==> src/rtl/alu_sequencer_pkg.sv <==
// Shared definitions for the ALU issue/writeback sequencer: opcode set,
// instruction field positions and opcode classification helpers.
package alu_sequencer_pkg;

  localparam int OPC_W = 8;

  // ALU opcode encodings. Immediate variants sit at 0x1x.
  typedef enum logic [OPC_W-1:0] {
    ALU_NOP   = 8'h00,
    ALU_ADD   = 8'h01,
    ALU_SUB   = 8'h02,
    ALU_AND   = 8'h03,
    ALU_OR    = 8'h04,
    ALU_XOR   = 8'h05,
    ALU_SHL   = 8'h06,
    ALU_SHR   = 8'h07,
    ALU_ADD_I = 8'h11,
    ALU_SUB_I = 8'h12,
    ALU_AND_I = 8'h13,
    ALU_OR_I  = 8'h14,
    ALU_XOR_I = 8'h15
  } alu_op_e;

  // Opcode driven on the ALU port out of reset and for bubbles.
  localparam logic [OPC_W-1:0] OP_RESET = ALU_NOP;

  // Instruction word field positions (LSB of each field).
  localparam int INSTR_OP_LSB  = 24;
  localparam int INSTR_RD_LSB  = 20;
  localparam int INSTR_RA_LSB  = 16;
  localparam int INSTR_RB_LSB  = 12;
  localparam int INSTR_SH_LSB  = 7;
  localparam int INSTR_IMM_LSB = 0;
  localparam int INSTR_IMM_W   = 16;

  // Opcodes whose B operand comes from the zero-extended immediate.
  function automatic logic is_imm(input logic [OPC_W-1:0] op);
    case (op)
      ALU_ADD_I, ALU_SUB_I, ALU_AND_I, ALU_OR_I, ALU_XOR_I: return 1'b1;
      default:                                              return 1'b0;
    endcase
  endfunction

  // Full set of opcodes the sequencer will issue; anything else is dropped.
  function automatic logic is_legal(input logic [OPC_W-1:0] op);
    case (op)
      ALU_NOP, ALU_ADD, ALU_SUB, ALU_AND, ALU_OR,
      ALU_XOR, ALU_SHL, ALU_SHR:                            return 1'b1;
      default:                                              return is_imm(op);
    endcase
  endfunction

endpackage

==> src/rtl/alu_sequencer_regfile.sv <==
// Register file: two combinational read ports, one synchronous write port,
// register 0 hardwired to zero, whole array cleared by synchronous reset.
module alu_regfile
  #(parameter int N  = 16,
    parameter int AW = 4)
  (input  logic          clk,
   input  logic          reset,
   input  logic [AW-1:0] i_ra_addr,
   output logic [N-1:0]  o_ra_data,
   input  logic [AW-1:0] i_rb_addr,
   output logic [N-1:0]  o_rb_data,
   input  logic          i_we,
   input  logic [AW-1:0] i_wa,
   input  logic [N-1:0]  i_wd);

  logic [N-1:0] r_mem [2**AW];

  // Storage update: clear on reset, otherwise write any register except r0.
  always_ff @(posedge clk) begin
    if (reset) begin
      for (int i = 0; i < 2**AW; i++) r_mem[i] <= '0;
    end else if (i_we && (i_wa != '0)) begin
      r_mem[i_wa] <= i_wd;
    end
  end

  // Read ports: register 0 always reads as zero.
  always_comb begin
    o_ra_data = (i_ra_addr == '0) ? '0 : r_mem[i_ra_addr];
    o_rb_data = (i_rb_addr == '0) ? '0 : r_mem[i_rb_addr];
  end

endmodule

==> src/rtl/alu_sequencer.sv <==
// Issue/writeback front end for the external ALU. Two registered stages:
// E drives the ALU ports, W holds the captured result on the res_* port.
module alu_sequencer
  import alu_sequencer_pkg::*;
  #(parameter int N  = 16,
    parameter int C  = 8,
    parameter int S  = 5,
    parameter int AW = 4)
  (input  logic          clk,
   input  logic          reset,
   input  logic          in_valid,
   output logic          in_ready,
   input  logic [31:0]   in_instr,
   output logic [C-1:0]  alu_opcode,
   output logic [N-1:0]  alu_a,
   output logic [N-1:0]  alu_b,
   output logic [S-1:0]  alu_shift,
   input  logic [N-1:0]  alu_y,
   output logic          res_valid,
   input  logic          res_ready,
   output logic [N-1:0]  res_data,
   output logic [AW-1:0] res_rd,
   output logic          err_illegal);

  // Handshakes: a transfer happens on a rising edge where valid && ready are
  // both high. Producers hold valid and payload stable until that edge;
  // ready may depend combinationally on downstream ready (in_ready follows
  // res_ready), valid never depends on ready.

  // E stage
  logic          r_valid_e;
  logic [C-1:0]  r_op_e;
  logic [N-1:0]  r_a_e;
  logic [N-1:0]  r_b_e;
  logic [S-1:0]  r_shift_e;
  logic [AW-1:0] r_rd_e;
  // W stage
  logic          r_valid_w;
  logic [N-1:0]  r_y_w;
  logic [AW-1:0] r_rd_w;
  logic          r_err;

  // Decode
  logic          w_advance;
  logic          w_accept;
  logic          w_issue;
  logic          w_we;
  logic [C-1:0]  w_op;
  logic [AW-1:0] w_rd;
  logic [AW-1:0] w_ra;
  logic [AW-1:0] w_rb;
  logic [S-1:0]  w_sh;
  logic [N-1:0]  w_imm;
  logic [N-1:0]  w_rf_a;
  logic [N-1:0]  w_rf_b;
  logic [N-1:0]  w_a;
  logic [N-1:0]  w_b;

  assign w_op  = in_instr[INSTR_OP_LSB +: C];
  assign w_rd  = in_instr[INSTR_RD_LSB +: AW];
  assign w_ra  = in_instr[INSTR_RA_LSB +: AW];
  assign w_rb  = in_instr[INSTR_RB_LSB +: AW];
  assign w_sh  = in_instr[INSTR_SH_LSB +: S];
  assign w_imm = N'(in_instr[INSTR_IMM_LSB +: INSTR_IMM_W]);

  // The pipe only stalls when W holds a result the consumer refuses.
  assign w_advance = !(r_valid_w && !res_ready);
  assign in_ready  = w_advance;
  assign w_accept  = in_valid && w_advance;
  // NOP and illegal opcodes are accepted but enter E as bubbles.
  assign w_issue   = w_accept && is_legal(w_op) && (w_op != OP_RESET);
  assign w_we      = r_valid_w && res_ready;

  alu_regfile #(.N(N), .AW(AW)) u_regfile (
    .clk       (clk),
    .reset     (reset),
    .i_ra_addr (w_ra),
    .o_ra_data (w_rf_a),
    .i_rb_addr (w_rb),
    .o_rb_data (w_rf_b),
    .i_we      (w_we),
    .i_wa      (r_rd_w),
    .i_wd      (r_y_w)
  );

  // Youngest producer wins: E result, then W result, then the file.
  // Register 0 is never forwarded.
  function automatic logic [N-1:0] fwd_mux(
    input logic [AW-1:0] src,
    input logic [N-1:0]  rf_val,
    input logic          ve,
    input logic [AW-1:0] rde,
    input logic [N-1:0]  ye,
    input logic          vw,
    input logic [AW-1:0] rdw,
    input logic [N-1:0]  yw);
    if (src == '0)                return '0;
    else if (ve && (rde == src))  return ye;
    else if (vw && (rdw == src))  return yw;
    else                          return rf_val;
  endfunction

  // Operand selection with forwarding; immediate ops take B from imm.
  always_comb begin
    w_a = fwd_mux(w_ra, w_rf_a, r_valid_e, r_rd_e, alu_y, r_valid_w, r_rd_w, r_y_w);
    w_b = fwd_mux(w_rb, w_rf_b, r_valid_e, r_rd_e, alu_y, r_valid_w, r_rd_w, r_y_w);
    if (is_imm(w_op)) w_b = w_imm;
  end

  // E stage: load a decoded instruction or a bubble whenever the pipe moves.
  always_ff @(posedge clk) begin
    if (reset) begin
      r_valid_e <= 1'b0;
      r_op_e    <= OP_RESET;
      r_a_e     <= '0;
      r_b_e     <= '0;
      r_shift_e <= '0;
      r_rd_e    <= '0;
    end else if (w_advance) begin
      r_valid_e <= w_issue;
      r_op_e    <= w_issue ? w_op : OP_RESET;
      r_a_e     <= w_issue ? w_a  : '0;
      r_b_e     <= w_issue ? w_b  : '0;
      r_shift_e <= w_issue ? w_sh : '0;
      r_rd_e    <= w_issue ? w_rd : '0;
    end
  end

  // W stage: capture the ALU result from E; holds while the consumer stalls.
  always_ff @(posedge clk) begin
    if (reset) begin
      r_valid_w <= 1'b0;
      r_y_w     <= '0;
      r_rd_w    <= '0;
    end else if (w_advance) begin
      r_valid_w <= r_valid_e;
      r_y_w     <= alu_y;
      r_rd_w    <= r_rd_e;
    end
  end

  // One-cycle pulse after an illegal opcode is dropped at accept.
  always_ff @(posedge clk) begin
    if (reset) r_err <= 1'b0;
    else       r_err <= w_accept && !is_legal(w_op);
  end

  assign alu_opcode  = r_op_e;
  assign alu_a       = r_a_e;
  assign alu_b       = r_b_e;
  assign alu_shift   = r_shift_e;
  assign res_valid   = r_valid_w;
  assign res_data    = r_y_w;
  assign res_rd      = r_rd_w;
  assign err_illegal = r_err;

endmodule

==> config.mk <==
export PLATFORM = sky130hd
export DESIGN_NAME = alu_sequencer
export DESIGN_NICKNAME = d
export VERILOG_FILES = /design/src/rtl/alu_sequencer_pkg.sv /design/src/rtl/alu_sequencer_regfile.sv /design/src/rtl/alu_sequencer.sv
export SDC_FILE = /design/constraint.sdc
export NUM_CORES = 1
export LEC_CHECK = 0
export ABC_AREA = 1
export CAP_MARGIN = 20
export CORE_MARGIN = 2
export CORE_UTILIZATION = 54
export DETAILED_ROUTE_END_ITERATION = 12
export PLACE_DENSITY = 0.77
export SKIP_LAST_GASP = 1
export SLEW_MARGIN = 15
export SYNTH_ARGS = -nofsm -noshare
export SYNTH_HDL_FRONTEND = slang
export SYNTH_SLANG_ARGS = --single-unit
==> constraint.sdc <==
create_clock -name clk -period 2.1 [get_ports clk]
set_input_delay 0.42 -clock clk [delete_from_list [all_inputs] [get_ports clk]]
set_output_delay 0.42 -clock clk [all_outputs]
set_load 0.01 [all_outputs]
==> results.py, run 1 <==
metrics = {
    "outcome": {
        "outcome": "complete, no violations",
    },
    "logic_synthesis": {
        "async_flop_share": 0,
        "ys_ff_latch": 328,
        "synth_top_area_share": 0.4306,
        "synthTopCellsByArea": "edfxtp_1 (43%), nor2_1 (13%), nand2_1 (11%)",
        "synth_cell_type_count": 35,
        "synth_top_area_cell": "edfxtp_1",
        "ys.warnings.count": 0,
        "synth.avg_cell_area_um2": 7.473,
        "netlist_area_mm2": 0.01785,
        "ys.flop_type": "edfxtp_1",
        "yosysSeqAreaShare": 0.5113,
        "synth_edf_count": 256,
        "yosysMostFrequentCell": "nor2_1",
        "synth_cells": 2389,
        "synthTopCellsByCount": "nor2_1 (631), nand2_1 (545), edfxtp_1 (256)",
    },
    "critical_path": {
        "worstPathMaxFanout": 6,
        "critPathCaptureType": "primary output",
        "crit_buf_inv": 1,
        "crit_family": "buffers and inverters",
        "regToRegSetupSlack_ns": 0.21,
        "crit_type": "register to primary output",
        "arrival_ns": 1.61,
        "slowest_delay_ns": 0.60,
        "path_cells": "clkdlybuf4s50_1",
        "worstSetupStartpointType": "register",
        "critPathSlowestCell": "clkdlybuf4s50_1",
        "cp.required_ns": 1.68,
    },
    "clock_tree": {
        "cts.sinks": 328,
        "cts_tree": "done",
        "clockRootBuffer": "clkbuf_16",
        "clk_latency_ns": 0.52,
        "h-tree-depth": 2,
        "numCtsBuffers": 36,
        "clk_pin_slew_ns": 0.06,
        "clock_path_buffers": 3,
    },
    "power_and_ir_drop": {
        "p_leak_nw": 8.860,
        "ir_drop_mv": 0.6997,
        "total_power_mw": 15.21,
        "power_density_mw_per_mm2": 707.3,
    },
    "timing": {
        "max_freq_mhz": 491.5,
        "setup_viol": 0,
        "timing_hold_violations_final": 0,
        "period_share": 0.9689,
        "rsz0062_at_grt": "no",
        "fin_skew_ns": 0.01030,
        "maxSlewHeadroom": 0.4167,
        "finalMaxSlewViolations": 0,
        "fin_crit_ns": 2.035,
        "fin_ws_ns": 0.06521,
        "hold_slack_ns": 0.4430,
        "worst_slew_pin_slew_ns": 0.8749,
    },
    "layout": {
        "drive_gt1_frac": 0.08835,
        "syn_to_final_growth_pct": 20.45,
        "stdcell_count": 3000,
        "nets": 2585,
        "num_antenna_cells": 0,
    },
    "grt": {
        "antenna_found_initial": 0,
        "track_usage": 0.3394,
        "grt_overflow": 0,
        "grt_max_degree": 78,
        "grt_pass1_vias": 16740,
        "grt_pass1_wl_mm": 89.93,
    },
    "placed_design": {
        "place_hpwl_mm": 40.73,
        "port_buffers": 119,
        "gp_congestion": 0.9719,
        "dpl.cell_count": 2937,
        "post-place-ws_ns": -0.3584,
    },
    "routing": {
        "postRouteAntennaNets": 0,
        "routed_wl_mm": 58.14,
        "initialDrtViolationCount": 2151,
        "drcViolationCount": 0,
        "vias": 17260,
        "viasPerCell": 5.752,
        "post_drt_wl_per_cell_um": 19.38,
        "drtPass1Iterations": 6,
    },
    "floorplan": {
        "ios": 120,
        "rows": 66,
        "die-area_mm2": 0.03453,
        "start_util": 0.5487,
        "die_y_um": 185.8,
        "coreArea_mm2": 0.03254,
        "die_w_um": 185.8,
    },
    "run": {
        "cap_violations": 0,
    },
    "hold_path": {
        "min_path_type": "register to register",
    },
}
[sequential cells by signal, summed over array words and instances, names as in the netlist]
signal / flops
res_valid: 1
alu_b: 16
res_rd: 4
u_regfile.r_mem: 256
err_illegal: 1
r_valid_e: 1
alu_a: 16
r_rd_e: 4
alu_opcode: 8
alu_shift: 5
res_data: 16
[timing repair]
| action | CTS | global route |
|---|---|---|
| resized for setup | 0 | 1 |
| endpoints found under the setup margin | 0 | 1 |
| buffers inserted | 0 | 0 |
| hold buffers | 0 | 0 |
[worst paths after layout]
check                           depth (start not counted)             to     startpoint
worst max register to register                         10      alu_b[13]      r_rd_e[0]
worst min register to register                          2  alu_opcode[7]  alu_opcode[7]
worst max-delay path                                    1      res_rd[2]      res_rd[2]
worst min-delay path                                    2  alu_opcode[7]  alu_opcode[7]
[stage by stage]
| stage | util | instance area [um2] | setup TNS, ns |
|---|---|---|---|
| finish | 0.6609 | 21500 | 0 |
| global route | 0.6609 | 21500 | 0 |
| CTS | 0.6609 | 21500 | 0 |
| detailed placement | 0.6279 | 20430 | -20.18 |
| global placement | 0.6275 | 20420 | -19.89 |
| floorplan | - | 17930 | -2.723 |
[report_power, final]
part / total, mW / switching [mW] / leakage (nW) / internal, mW
combinational: 1.96 / 1.28 / 5.12 / 0.682
sequential: 7.29 / 0.104 / 3.22 / 7.19
clock: 5.96 / 2.55 / 0.525 / 3.41
[routing by layer]
metal  GRT usage  wire length, um
met4      0.1868             2966
met3     0.04578             5169
met1      0.4367            22110
met2      0.5560            27900
met5           0                0
[cell type report]
cell class | instances | area (um2)
Sequential cell | 328 | 9130
Tap cell | 442 | 553.0
Multi-Input combinational cell | 1750 | 7455
Clock inverter | 11 | 82.58
Clock buffer | 52 | 992.2
Fill cell | 2689 | 11030
Timing Repair Buffer | 256 | 2685
Inverter | 161 | 606.8
[tightest hold or removal path: stages, from the launching register on]
cell and delay [ns]:
dfxtp_1 0.31, nand2_1 0.06, nor2_1 0.03
[kinds of logic after synthesis]
| kind of cell | after synthesis | synth area share |
|---|---|---|
| AOI/OAI and AO/OA | 418 | 0.1209 |
| xor gates and xnor gates | 3 | 0.001472 |
| buffers and inverters | 326 | 0.07597 |
| DFF | 328 | 0.5113 |
| other | 1 | 0.0002100 |
| and+or+nand+nor | 1313 | 0.2901 |
[cells in the final DEF (no fill, tap or decap), types with 3 or more instances in the layout]
master and n:
nor2_1 631, nand2_1 535, edfxtp_1 256, o21ai_0 201, a21oi_1 164, inv_1 135, nand3_1 115, clkdlybuf4s50_1 114
buf_4 100, dfxtp_1 71, buf_12 38, clkbuf_16 37, o21ai_1 29, clkinv_1 21, o211ai_1 18, conb_1 16
clkbuf_1 14, nand2_2 10, inv_2 8, nor2_2 6, nand4_1 4, clkinv_2 4, xnor2_1 3, nor3_2 3
No activity file was read; power rests on OpenSTA's default activity.
==> run 2, diff against run 1 <==
- ABC_CLOCK_PERIOD_IN_PS: not set -> 2100
==> results of run 2 <==
Same layout as run 1: the final DEF is identical, and so are final timing and power.
